===== config.mk =====
export PLATFORM = sky130hd
export DESIGN_NAME = seg_capture_decoder
export DESIGN_NICKNAME = d
export VERILOG_FILES = /design/src/rtl/seg_capture_decoder.sv
export SDC_FILE = /design/constraint.sdc
export NUM_CORES = 1
export LEC_CHECK = 0
export ABC_AREA = 1
export BUFFER_PORTS_ARGS = -buffer_cell sky130_fd_sc_hd__buf_2
export CORE_MARGIN = 2
export CORE_UTILIZATION = 54
export DETAILED_ROUTE_END_ITERATION = 8
export GPL_TIMING_DRIVEN = 0
export PLACE_DENSITY_LB_ADDON = 0.1
export SKIP_CTS_REPAIR_TIMING = 1
export SLEW_MARGIN = 30
export SYNTH_ARGS = -nofsm -noshare
export SYNTH_HDL_FRONTEND = slang
export SYNTH_SLANG_ARGS = --single-unit

===== constraint.sdc =====
create_clock -name clk -period 1.65 [get_ports clk]
set_input_delay 0.0825 -clock clk [delete_from_list [all_inputs] [get_ports clk]]
set_output_delay 0.0825 -clock clk [all_outputs]
set_load 0.1 [all_outputs]

===== src/rtl/seg_capture_decoder.sv =====
// Recovers hex nibbles from a multiplexed active-high 7-segment bus.
// Each one-hot digit pattern must hold STABLE_CYCLES samples before it is decoded into the register file.
module seg_capture_decoder #(
    parameter int NDIG          = 4,
    parameter int STABLE_CYCLES = 4,
    localparam int IW           = (NDIG > 1) ? $clog2(NDIG) : 1
) (
    input  logic              clk,
    input  logic              rst_n,
    input  logic [6:0]        seg_in,
    input  logic [NDIG-1:0]   dig_en,
    input  logic              clear,
    output logic [4*NDIG-1:0] value,
    output logic [NDIG-1:0]   digit_valid,
    output logic              upd,
    output logic [IW-1:0]     upd_idx,
    output logic              bad_pattern
);

    localparam int RW = $clog2(STABLE_CYCLES + 1);
    localparam logic [RW-1:0] RUN_MAX = RW'(STABLE_CYCLES);
    localparam logic [RW-1:0] RUN_PRE = RW'(STABLE_CYCLES - 1);

    // Returns {legal, nibble}.
    function automatic logic [4:0] decode_seg(input logic [6:0] seg);
        logic [4:0] r;
        case (seg)
            7'h7E:   r = {1'b1, 4'h0};
            7'h30:   r = {1'b1, 4'h1};
            7'h6D:   r = {1'b1, 4'h2};
            7'h79:   r = {1'b1, 4'h3};
            7'h33:   r = {1'b1, 4'h4};
            7'h5B:   r = {1'b1, 4'h5};
            7'h5F:   r = {1'b1, 4'h6};
            7'h70:   r = {1'b1, 4'h7};
            7'h7F:   r = {1'b1, 4'h8};
            7'h7B:   r = {1'b1, 4'h9};
            7'h77:   r = {1'b1, 4'hA};
            7'h1F:   r = {1'b1, 4'hB};
            7'h4E:   r = {1'b1, 4'hC};
            7'h3D:   r = {1'b1, 4'hD};
            7'h4F:   r = {1'b1, 4'hE};
            7'h47:   r = {1'b1, 4'hF};
            default: r = 5'b0_0000;
        endcase
        return r;
    endfunction

    logic [NDIG-1:0]   prev_en_q, prev_en_d;
    logic [6:0]        prev_seg_q, prev_seg_d;
    logic [RW-1:0]     run_q, run_d;
    logic [4*NDIG-1:0] value_q, value_d;
    logic [NDIG-1:0]   valid_q, valid_d;
    logic              upd_q, upd_d;
    logic              bad_q, bad_d;
    logic [IW-1:0]     idx_q, idx_d;

    logic              active;
    logic              same;
    logic              capture;
    logic [4:0]        dec;
    logic [IW-1:0]     sel_idx;

    always_comb begin
        active     = (dig_en != '0) && ((dig_en & (dig_en - NDIG'(1))) == '0);
        same       = (dig_en == prev_en_q) && (seg_in == prev_seg_q);
        dec        = decode_seg(seg_in);
        prev_en_d  = dig_en;
        prev_seg_d = seg_in;

        sel_idx = '0;
        for (int i = 0; i < NDIG; i++) begin
            if (dig_en[i]) sel_idx = IW'(i);
        end

        // A repeat of a saturated run must not re-capture; a fresh run captures at once only when STABLE_CYCLES is 1.
        if (!active) begin
            run_d   = '0;
            capture = 1'b0;
        end else if (same) begin
            run_d   = (run_q == RUN_MAX) ? RUN_MAX : run_q + RW'(1);
            capture = (run_q == RUN_PRE);
        end else begin
            run_d   = RW'(1);
            capture = (STABLE_CYCLES == 1);
        end

        value_d = value_q;
        valid_d = clear ? '0 : valid_q;
        upd_d   = 1'b0;
        bad_d   = 1'b0;
        idx_d   = idx_q;

        if (capture) begin
            idx_d = sel_idx;
            upd_d = dec[4];
            bad_d = ~dec[4];
            for (int i = 0; i < NDIG; i++) begin
                if (dig_en[i]) begin
                    valid_d[i] = dec[4];
                    if (dec[4]) value_d[4*i +: 4] = dec[3:0];
                end
            end
        end
    end

    always_ff @(posedge clk or negedge rst_n) begin
        if (!rst_n) begin
            prev_en_q  <= '0;
            prev_seg_q <= '0;
            run_q      <= '0;
            value_q    <= '0;
            valid_q    <= '0;
            upd_q      <= 1'b0;
            bad_q      <= 1'b0;
            idx_q      <= '0;
        end else begin
            prev_en_q  <= prev_en_d;
            prev_seg_q <= prev_seg_d;
            run_q      <= run_d;
            value_q    <= value_d;
            valid_q    <= valid_d;
            upd_q      <= upd_d;
            bad_q      <= bad_d;
            idx_q      <= idx_d;
        end
    end

    assign value       = value_q;
    assign digit_valid = valid_q;
    assign upd         = upd_q;
    assign upd_idx     = idx_q;
    assign bad_pattern = bad_q;

endmodule


# == After elaboration in Yosys (flattened, before gate mapping) ==
# Index checks and enable logic that the tools add are counted.
# totals
regBits,38
latch_bits,0
ramBits,0
romBits,0
input_bits,14
output_inout_bits,24
elab_cells,60
mem_count,0
# op_classes
n_addsub,2
multipliers,0
n_div,0
order_cmp,0
n_eq_ne,20
n_shift,0
mux,17
bitwise_logic,2
n_reduce_logical,8
# ops
op,n
"equality test 7 bit, second input constant",12
case mux 5 bit (16 select lines),1
"equality test 7 x 6 -> 1 bit, second input constant",3
AND reduction 3 bit,4
2-to-1 mux 1 bit,9
2-to-1 mux 3 bit,3
2-to-1 mux 4 bit,2
"equality test 7 x 5 -> 1 bit, second input constant",1
equality test 7 bit,1
AND 4 bit,1
equality test 4 bit,1
zero test 4 bit,1
2-to-1 mux 2 bit,2
nonzero test 4 bit,1
"subtractor 4 x 1 -> 4 bit, second input constant",1
"adder 3 x 1 -> 3 bit, second input constant",1
"equality test 3 x 2 -> 1 bit, second input constant",1
"equality test 3 bit, second input constant",1
logical AND 1 bit,2
NOT 1 bit,1

# == Depth between registers and ports, before layout ==
# Gate-level depths: netlist (run 1).
# depth
ltp_word,6
depth_mapped,11
mapped_depth_nobuf,11

# == Worst setup path before layout (run 1) ==
# Ideal clock, no wire load.
# synth_path
path_kind,flip-flop to flip-flop
from,reg run_q[0]
to,reg value_q[12] (netlist: value[12])
setup_time_ns,0.122
t_arrival_ns,1.327
required_ns,1.528
setup_slack_ns,0.201
stages_incl_launch_ff,10
n_path_buf,0
period_less_slack_ns,1.449
path_cell_list,dfrtp_1 ha_1 ha_1 inv_1 nor2_2 nand3_4 nor2_4 nand2_4 nand2_1 nand2_1
# synth_between
elab_chain_len,4
# synth_lines
item,line,rtl
start: declaration,51,"logic [RW-1:0] run_q, run_d;"
start signal: assignment,120,run_q <= run_d;
equality test 3 x 2 -> 1 bit,82,capture = (run_q == RUN_PRE);
2-to-1 mux 1 bit,80,end else if (same) begin
2-to-1 mux 1 bit,77,if (!active) begin
AND reduction 3 bit (no source line),n/a,
end signal: assignment,121,value_q <= value_d;
end: declaration,52,"logic [4*NDIG-1:0] value_q, value_d;"
# No other way between the ends.
# A chain may end at the register's enable or synchronous reset.

# == Worst setup path after layout (run 1) ==
# layout_path
from,reg prev_seg_q[1]
to,reg value_q[0] (netlist: value[0])
# layout_between
elab_chain_len,5
# layout_lines
item,line,rtl
start: declaration,50,"logic [6:0] prev_seg_q, prev_seg_d;"
start signal: assignment,119,prev_seg_q <= prev_seg_d;
equality test 7 bit,66,same = (dig_en == prev_en_q) && (seg_in == prev_seg_q);
logical AND 1 bit,66,
2-to-1 mux 1 bit,80,
2-to-1 mux 1 bit,77,
AND reduction 3 bit (no source line),n/a,
# No other way between the ends.

==> results of run 1 <==
## cells in the mapped netlist
cell type	n
nor2_4	5
inv_1	24
nor2_8	1
nand2_2	5
dfrtp_1	38
nor2_1	18
nand3b_1	1
xnor2_1	5
nand3_1	19
nor3_1	6
a21oi_1	1
and2_2	1
a31oi_1	1
buf_8	1
nand4_1	2
nand3_4	2
inv_2	4
nor2_2	3
nand3_2	1
nand2_1	95
o21ai_0	6
nand2_4	1
nand4_2	1
ha_1	3
nand2b_1	1
## where the power goes
part	internal, mW	total, mW	switching, mW
clock network	0.353	0.651	0.298
logic	0.0732	0.199	0.126
registers	0.946	0.954	0.00738
total	1.37	1.80	0.432
## path summary, 6_finish.rpt
path | from | end | cells after the start
setup reg to reg | prev_seg_q[1] | value[0] | 10
max in group asynchronous | rst_n | prev_seg_q[3] | 2
min in group asynchronous | rst_n | run_q[0] | 2
hold / removal | clear | digit_valid[1] | 4
hold reg to reg | value[5] | value[5] | 2
setup / recovery | prev_seg_q[1] | value[0] | 10
## per-stage QoR
stage,util (%),setup TNS [ns]
floorplan,-,0
global placement,64.84,0
detailed placement,64.84,0
CTS,67.22,0
global route,73.11,-1.376
finish,73.11,0
## per-layer routing
metal / vias to the layer above / routed length [µm] / share of wire, %
li1: 890 / - / -
met1: 805 / 1928 / 47
met2: 35 / 1985 / 48
met3: 7 / 161 / 3.9
met4: 0 / 51 / 1.2
met5: - / 0 / 0
## area by class of cell
class,count,area [µm²]
clock buffers,6,51.30
plain buffers,1,15.01
fillers,278,918.4
well taps,46,57.56
inverters,28,105.1
multi-input cells,178,938.4
repair buffers,54,349.1
clock inverters,1,30.03
flip-flops and latches,38,950.9
## registers in the layout, summed over array words and instances, names as in the netlist
| register | flops |
|---|---|
| prev_seg_q | 7 |
| bad_pattern | 1 |
| run_q | 3 |
| digit_valid | 4 |
| upd_idx | 2 |
| prev_en_q | 4 |
| value | 16 |
| upd | 1 |
## kinds of logic after synthesis
kind of cell             after synthesis  share of synthesized area, %
AND/OR/NAND/NOR                      162                         39.47
flip-flops                            38                         48.22
buffers and inverters                 29                         6.091
AO/OA/AOI/OAI                          8                         2.094
XOR/XNOR                               5                         2.221
adder cells (fa/ha/maj)                3                         1.904
## worst max-delay path, cell delays in order (launching register included)
cell,delay [ns]
dfrtp_1,0.39
nand2_1,0.06
nand2_1,0.06
nor2_1,0.13
nand2_1,0.10
nor2_4,0.14
nand3_4,0.19
nor2_4,0.25
buf_6,0.13
nand3_1,0.06
nand2_1,0.08
==> metrics.txt, run 1 <==
Routed Antenna Nets=0; Slew HR=68.08%; row cnt=21; Worst-path clk slew=0.11 ns; area delta synth->final=26.65%; H-Tree Depth=2; met1 GRT Util=26.66%; global-route met2 utilization=36.33%; Layout Cells excl Fill=352; IO Pins=38; count of final hold-check violations=0; GRT busiest layer=met2; CTS sink cnt=38; vias per std cell=4.935; drt first pass iters=5; Starting Density=57.73%; Post-Syn Area=0.001972 mm²; measured slew at the worst slew-check pin=0.4789 ns; DIE WIDTH=64.43 µm; Hold Path Class=primary input to flip-flop; reg2reg setup slack=0.02 ns; clk_lat worst skew=0.34 ns; outcome=finished clean; CP max FO=7; Design Power=1.804 mW; Synth top area share=48.22%; critical path class=flip-flop to flip-flop; vias in the first global route=1533; CTS Buf Count=5; maximum clock rate=614.0 MHz; Seq cells post-synth=38; DRT Wirelength=4127 µm; Tot GR Track Use=21.57%; final worst-path cycle share=98.71%; most frequent cells in the layout=85 x nand2_1, 38 x dfrtp_1, 36 x buf_2, 24 x inv_1, 19 x nand3_1; total die area=0.004151 mm²; hold slack=0.05585 ns; largest net degree at the start of global routing=39; grt total ovfl=0; pwr/cell area=722.5 mW/mm²; crit path DAT=1.92 ns; Distinct cells, synth=25; fin area=0.002497 mm²; global-route wire length before repair=6782 µm; met3 GRT Util=6.076%; cell taking the most area after synthesis=dfrtp_1; register area share after synthesis=48.22%; dpl cells=328; # setup viols final=0; die height=64.43 µm; RSZ-0062 raised after global routing=yes; Synth area leaders=dfrtp_1 48%, nand2_1 18%, nand3_1 4.8%; DR vias=1737; Gate Count Post-Synth=245; most common cell after layout, fill and taps aside=nand2_1; synth warn=0; Core Box Area=0.003416 mm²; Max Slew Vio Count=0; clock buffer depth=2; Mapped Nets=262; DR WL/cell=11.72 µm; Max Cap Viol=0; crit end category=flip-flop; nets=323; placed instance area=0.002215 mm²; Residual DRC=0; pre-CTS WS=0.05320 ns; number of antenna violations at the first check in global routing=0; Syn Area/Cell=8.049 µm²; post-layout min period=1.629 ns; Final Wtd Congestion=0.8552; leakage power=1.471 nW; Final Skew=0.01108 ns; number of diodes=0; Required @ worst endpoint=1.94 ns; PortBufs=37; dpl hpwl=2892 µm; share of cells above drive strength 1=27.78%; Root Driver=clkbuf_4; kind of start point of the critical path=flip-flop; CTS tree=done; worst IR drop on VDD=0.4500 mV; final worst-path setup slack=0.02131 ns; drt initial violations=132
Power figures use the tool's default switching activity.
==> run 2, diff against run 1 <==
--- a/config.mk
+++ b/config.mk
@@ -12,6 +12,7 @@
 export DETAILED_ROUTE_END_ITERATION = 8
 export GPL_TIMING_DRIVEN = 0
 export PLACE_DENSITY_LB_ADDON = 0.1
+export SETUP_SLACK_MARGIN = 0.1
 export SKIP_CTS_REPAIR_TIMING = 1
 export SLEW_MARGIN = 30
 export SYNTH_ARGS = -nofsm -noshare
==> metrics.txt, run 2 (synthesis results as in run 1) <==
vias in the first global route=1533 (unchanged); RSZ-0062 raised after global routing=yes; CP startpoint=prev_seg_q[1]; number of antenna violations at the first check in global routing=0 (unchanged); largest net degree at the start of global routing=39 (unchanged); Flop pwr share=53.0% (about the same); count of final hold-check violations=0 (unchanged); dpl hpwl=2892 µm (unchanged); DRT Wirelength=4121 µm (-0.15%); final worst-path setup slack=0.01799 ns (-0.003319 ns); PortBufs=37 (unchanged); pwr/cell area=716.5 mW/mm² (-0.83%); Required @ worst endpoint=1.89 ns (-0.05 ns); power share of the clock group=36.0% (about the same); global-route wire length before repair=6782 µm (unchanged); Final Wtd Congestion=0.8552 (unchanged); row cnt=21 (unchanged); Worst-path clk slew=0.11 ns (about the same); worst IR drop on VDD=0.4500 mV (about the same); drt initial violations=99 (-25%); crit path DAT=1.87 ns (-0.05 ns); Root Driver=clkbuf_4; max FFs per register=16 (unchanged); measured slew at the worst slew-check pin=0.4820 ns (+0.003144 ns); maximum clock rate=612.7 MHz (-0.20%); Starting Density=57.73% (unchanged); crit end category=flip-flop; Tot GR Track Use=21.57% (unchanged); clk_lat worst skew=0.34 ns (about the same); total die area=0.004151 mm² (unchanged); Worst Setup EP=value[8]; Max Cap Viol=0 (unchanged); die height=64.43 µm (unchanged); nets=324 (+0.31%); R2R Path Start=prev_seg_q[1]; combinational fraction of design power=11.1% (about the same); CTS Buf Count=5 (unchanged); Final Skew=0.009410 ns (-0.001674 ns); kind of start point of the critical path=flip-flop; Max Slew Vio Count=0 (unchanged); CTS sink cnt=38 (unchanged); Bufs and invs on worst path=0 (-1); Net Sw Frac=23.76% (-0.18 points); area delta synth->final=27.41%; H-Tree Depth=2 (unchanged); post-layout min period=1.632 ns (+0.003319 ns); Slew HR=67.87% (-0.21 points); crit path cell chain=nand2_1, nand2_1, nor2_1, nand2_1, nor2_4, nand3_4, nor2_4, nand2_4, nand2_2, nand2_2; CP max stage delay=0.39 ns (about the same); grt total ovfl=0 (unchanged); critical path class=flip-flop to flip-flop; Top cell by count, worst path=nand2_1; Hold Path Class=primary input to flip-flop; Setup TNS=0 ns (unchanged); leakage power=1.479 nW (+0.57%); CTS tree=done; CP max FO=7 (unchanged); number of diodes=0 (unchanged); clock buffer depth=2 (unchanged); outcome=finished clean; FF-to-FF End=value[8]; hold slack=0.05207 ns (-0.003785 ns); most common cell after layout, fill and taps aside=nand2_1; IO Pins=38 (unchanged); reg2reg path depth=10 (unchanged); reg2reg setup slack=0.02 ns (about the same); Routed Antenna Nets=0 (unchanged); Switch Pwr=0.4276 mW (-0.97%); final worst-path cycle share=98.91% (+0.20 points); CP delay by family, top=simple AND/OR/NAND/NOR gates; # setup viols final=0 (unchanged); Core Box Area=0.003416 mm² (unchanged); Residual DRC=0 (unchanged); DIE WIDTH=64.43 µm (unchanged); Layout Cells excl Fill=353 (+0.28%); most frequent cells in the layout=85 x nand2_1, 38 x dfrtp_1, 36 x buf_2, 24 x inv_1, 19 x nand3_1; Crit-path slowest cell=dfrtp_1; dpl cells=328 (unchanged); share of cells above drive strength 1=28.34% (+0.56 points); internal power=1.372 mW (about the same); DR vias=1730 (-0.40%); vias per std cell=4.901 (-0.69%); Design Power=1.800 mW (-0.23%); DR WL/cell=11.67 µm (-0.43%); drt first pass iters=4 (-1); pre-CTS WS=0.05320 ns (unchanged); WP depth=10 (unchanged)
[run 2: cell types whose count changed in the layout (fill, tap and decap cells not counted), sizes merged]
cell  change
buf       +1
[run 2: per-stage QoR]
stage / instance area, µm² / util [%]
6_report: 2512 / 73.55
3_5_place_dp: 2215 / 64.84
4_1_cts: 2296 / 67.22
3_3_place_gp: 2215 / 64.84
5_1_grt: 2512 / 73.55
2_1_floorplan: 1972 / -
[run 2: worst min-delay path by stage]
stage,end,cells past startpoint,start
after floorplan,bad_pattern,0,rst_n
after global placement,prev_seg_q[1],1,rst_n
after detailed placement,prev_seg_q[1],1,rst_n
after CTS,prev_seg_q[4],1,rst_n
after global routing,digit_valid[2],4,clear
final,digit_valid[1],4,clear
[run 2: final cells by class]
cell class,instances,area (µm²)
multi-input combinational,178,942.2
inverter,28,105.1
clock buffer,6,51.30
fill,278,903.4
timing repair buffer,55,360.3
tap,46,57.56
buffer,1,15.01
sequential,38,950.9
clock inverter,1,30.03
[run 2: power by group through the flow]
| stage | clock (mW) | combinational, mW | sequential (mW) |
|---|---|---|---|
| floorplan | 0 | 0.103 | 0.971 |
| global placement | 0 | 0.171 | 0.971 |
| detailed placement | 0 | 0.174 | 0.972 |
| CTS | 0.664 | 0.176 | 0.954 |
| global route | 0.705 | 0.224 | 0.955 |
| finish | 0.647 | 0.199 | 0.954 |
[run 2: per-layer routing]
| metal | GRT usage, % | routed length, µm |
|---|---|---|
| met1 | 26.66 | 1926 |
| met2 | 36.33 | 1950 |
| met3 | 6.076 | 183 |
| met4 | 7.447 | 60 |
| met5 | 0 | 0 |
[run 2: worst register-to-register path, cell delays in order, from the launching register on]
cell	delay, ns
dfrtp_1	0.39
nand2_1	0.06
nand2_1	0.06
nor2_1	0.13
nand2_1	0.10
nor2_4	0.14
nand3_4	0.19
nor2_4	0.25
nand2_4	0.10
nand2_2	0.08
nand2_2	0.04
==> run 3, diff against run 2 <==
--- a/config.mk
+++ b/config.mk
@@ -8,7 +8,7 @@
 export ABC_AREA = 1
 export BUFFER_PORTS_ARGS = -buffer_cell sky130_fd_sc_hd__buf_2
 export CORE_MARGIN = 2
-export CORE_UTILIZATION = 54
+export CORE_UTILIZATION = 30
 export DETAILED_ROUTE_END_ITERATION = 8
 export GPL_TIMING_DRIVEN = 0
 export PLACE_DENSITY_LB_ADDON = 0.1
==> metrics.txt, run 3 (synthesis results as in run 1) <==
kind of start point of the critical path=flip-flop; internal power=1.303 mW (-5.0%); Worst-path clk slew=0.08 ns (-0.03 ns); die height=85.08 µm (+32%); largest net degree at the start of global routing=39 (unchanged); Design Power=1.768 mW (-1.8%); hold depth=1 (-3); DR WL/cell=11.79 µm (+0.98%); reg2reg setup slack=0.02 ns (about the same); R2R Path Start=run_q[0]; FF-to-FF End=value[6]; Root Driver=clkbuf_8; Net Sw Frac=26.28% (+2.5 points); PortBufs=37 (unchanged); count of final hold-check violations=0 (unchanged); DRT Wirelength=4562 µm (+11%); max FFs per register=16 (unchanged); vias in the first global route=1611 (+5.1%); pwr/cell area=682.9 mW/mm² (-4.7%); Tot GR Track Use=13.52% (-8.0 points); share of cells above drive strength 1=29.03% (+0.69 points); Layout Cells excl Fill=387 (+9.6%); critical hold path startpoint=seg_in[2]; clk_lat worst skew=0.29 ns (-0.05 ns); number of antenna violations at the first check in global routing=0 (unchanged); crit path DAT=1.86 ns (about the same); CP max FO=8 (+1); Flop pwr share=53.9% (+0.9 points); IO Pins=38 (unchanged); reg2reg path depth=10 (unchanged); Slew HR=66.13% (-1.7 points); most frequent cells in the layout=91 x nand2_1, 38 x dfrtp_1, 36 x buf_2, 24 x inv_1, 17 x nand3_1; CTS tree=done; RSZ-0062 raised after global routing=yes; Finished Core Util=40.77% (-33 points); Routed Antenna Nets=0 (unchanged); Residual DRC=0 (unchanged); most common cell after layout, fill and taps aside=nand2_1; total die area=0.007238 mm² (+74%); worst IR drop on VDD=0.2573 mV (-43%); power share of the clock group=34.4% (-1.6 points); critical path class=flip-flop to flip-flop; clock buffer depth=2 (unchanged); area delta synth->final=31.28%; outcome=finished clean; # setup viols final=0 (unchanged); Switch Pwr=0.4645 mW (+8.6%); drt first pass iters=4 (unchanged); global-route wire length before repair=7700 µm (+14%); dpl hpwl=3263 µm (+13%); Final Wtd Congestion=0.7703 (-9.9%); combinational fraction of design power=11.7% (+0.6 points); pre-CTS WS=0.01413 ns (-0.03908 ns); drt initial violations=48 (-52%); DIE WIDTH=85.08 µm (+32%); post-layout min period=1.628 ns (-0.003586 ns); Hold EP=prev_seg_q[2]; vias per std cell=4.426 (-9.7%); dpl cells=359 (+9.5%); Final Skew=0.005203 ns (-0.004207 ns); CTS sink cnt=38 (unchanged); Core Box Area=0.006350 mm² (+86%); row cnt=29 (+38%); grt total ovfl=0 (unchanged); nets=327 (+0.93%); final worst-path cycle share=98.69% (-0.22 points); maximum clock rate=614.1 MHz (+0.22%); Max Cap Viol=0 (unchanged); number of diodes=0 (unchanged); H-Tree Depth=2 (unchanged); measured slew at the worst slew-check pin=0.5081 ns (+0.02610 ns); DR vias=1713 (-0.98%); Max Slew Vio Count=0 (unchanged); final worst-path setup slack=0.02158 ns (+0.003586 ns); Hold Path Class=primary input to flip-flop; leakage power=1.501 nW (+1.5%); CTS Buf Count=5 (unchanged); Setup TNS=0 ns (unchanged); crit end category=flip-flop; Required @ worst endpoint=1.88 ns (about the same); Starting Density=31.05% (-27 points)
## run 3: worst max path at each step
stage,start,to,depth (start not counted)
6_report,run_q[0],value[6],10
5_1_grt,run_q[0],value[5],10
4_1_cts,prev_seg_q[1],value[12],10
3_5_place_dp,prev_seg_q[0],value[12],10
3_3_place_gp,prev_seg_q[1],value[12],10
2_1_floorplan,run_q[0],value[12],9
## run 3: layout make-up
class                           count  area, µm²
Fill cell                         688       3761
Sequential cell                    38      950.9
Multi-Input combinational cell    178      949.7
Timing Repair Buffer               58      392.9
Inverter                           28      105.1
Tap cell                           77      96.34
Clock buffer                        5      68.82
Buffer                              1      15.01
Clock inverter                      2      10.01
## run 3: worst max-delay path, cell delays in order, from the launching register on
cell	delay [ns]
dfrtp_1	0.35
ha_1	0.15
ha_1	0.13
inv_1	0.05
nor2_2	0.13
nand3_4	0.19
buf_12	0.18
nor2_8	0.13
buf_4	0.13
nand3_1	0.05
nand2_1	0.07
## run 3: power by group through the flow
stage,Clock (mW),Sequential (mW),Combinational [mW]
after floorplan,0,0.971,0.103
after detailed placement,0,0.972,0.181
after global routing,0.697,0.955,0.236
final,0.609,0.953,0.206
after CTS,0.647,0.953,0.181
after global placement,0,0.971,0.180
## run 3: metrics by stage
step	area, µm²	hold WS (ns)
2_1_floorplan	1972	-0.2131
3_3_place_gp	2253	0.2509
3_5_place_dp	2253	0.2554
4_1_cts	2332	-0.05423
5_1_grt	2589	0.001201
6_report	2589	0.007278
## run 3: layer usage
layer	GRT usage (%)	vias up	share of wire (%)
met5	0	-	0
met4	4.329	0	1.2
met3	3.405	5	3.9
met2	21.45	31	47
met1	18.14	790	48
li1	-	887	-
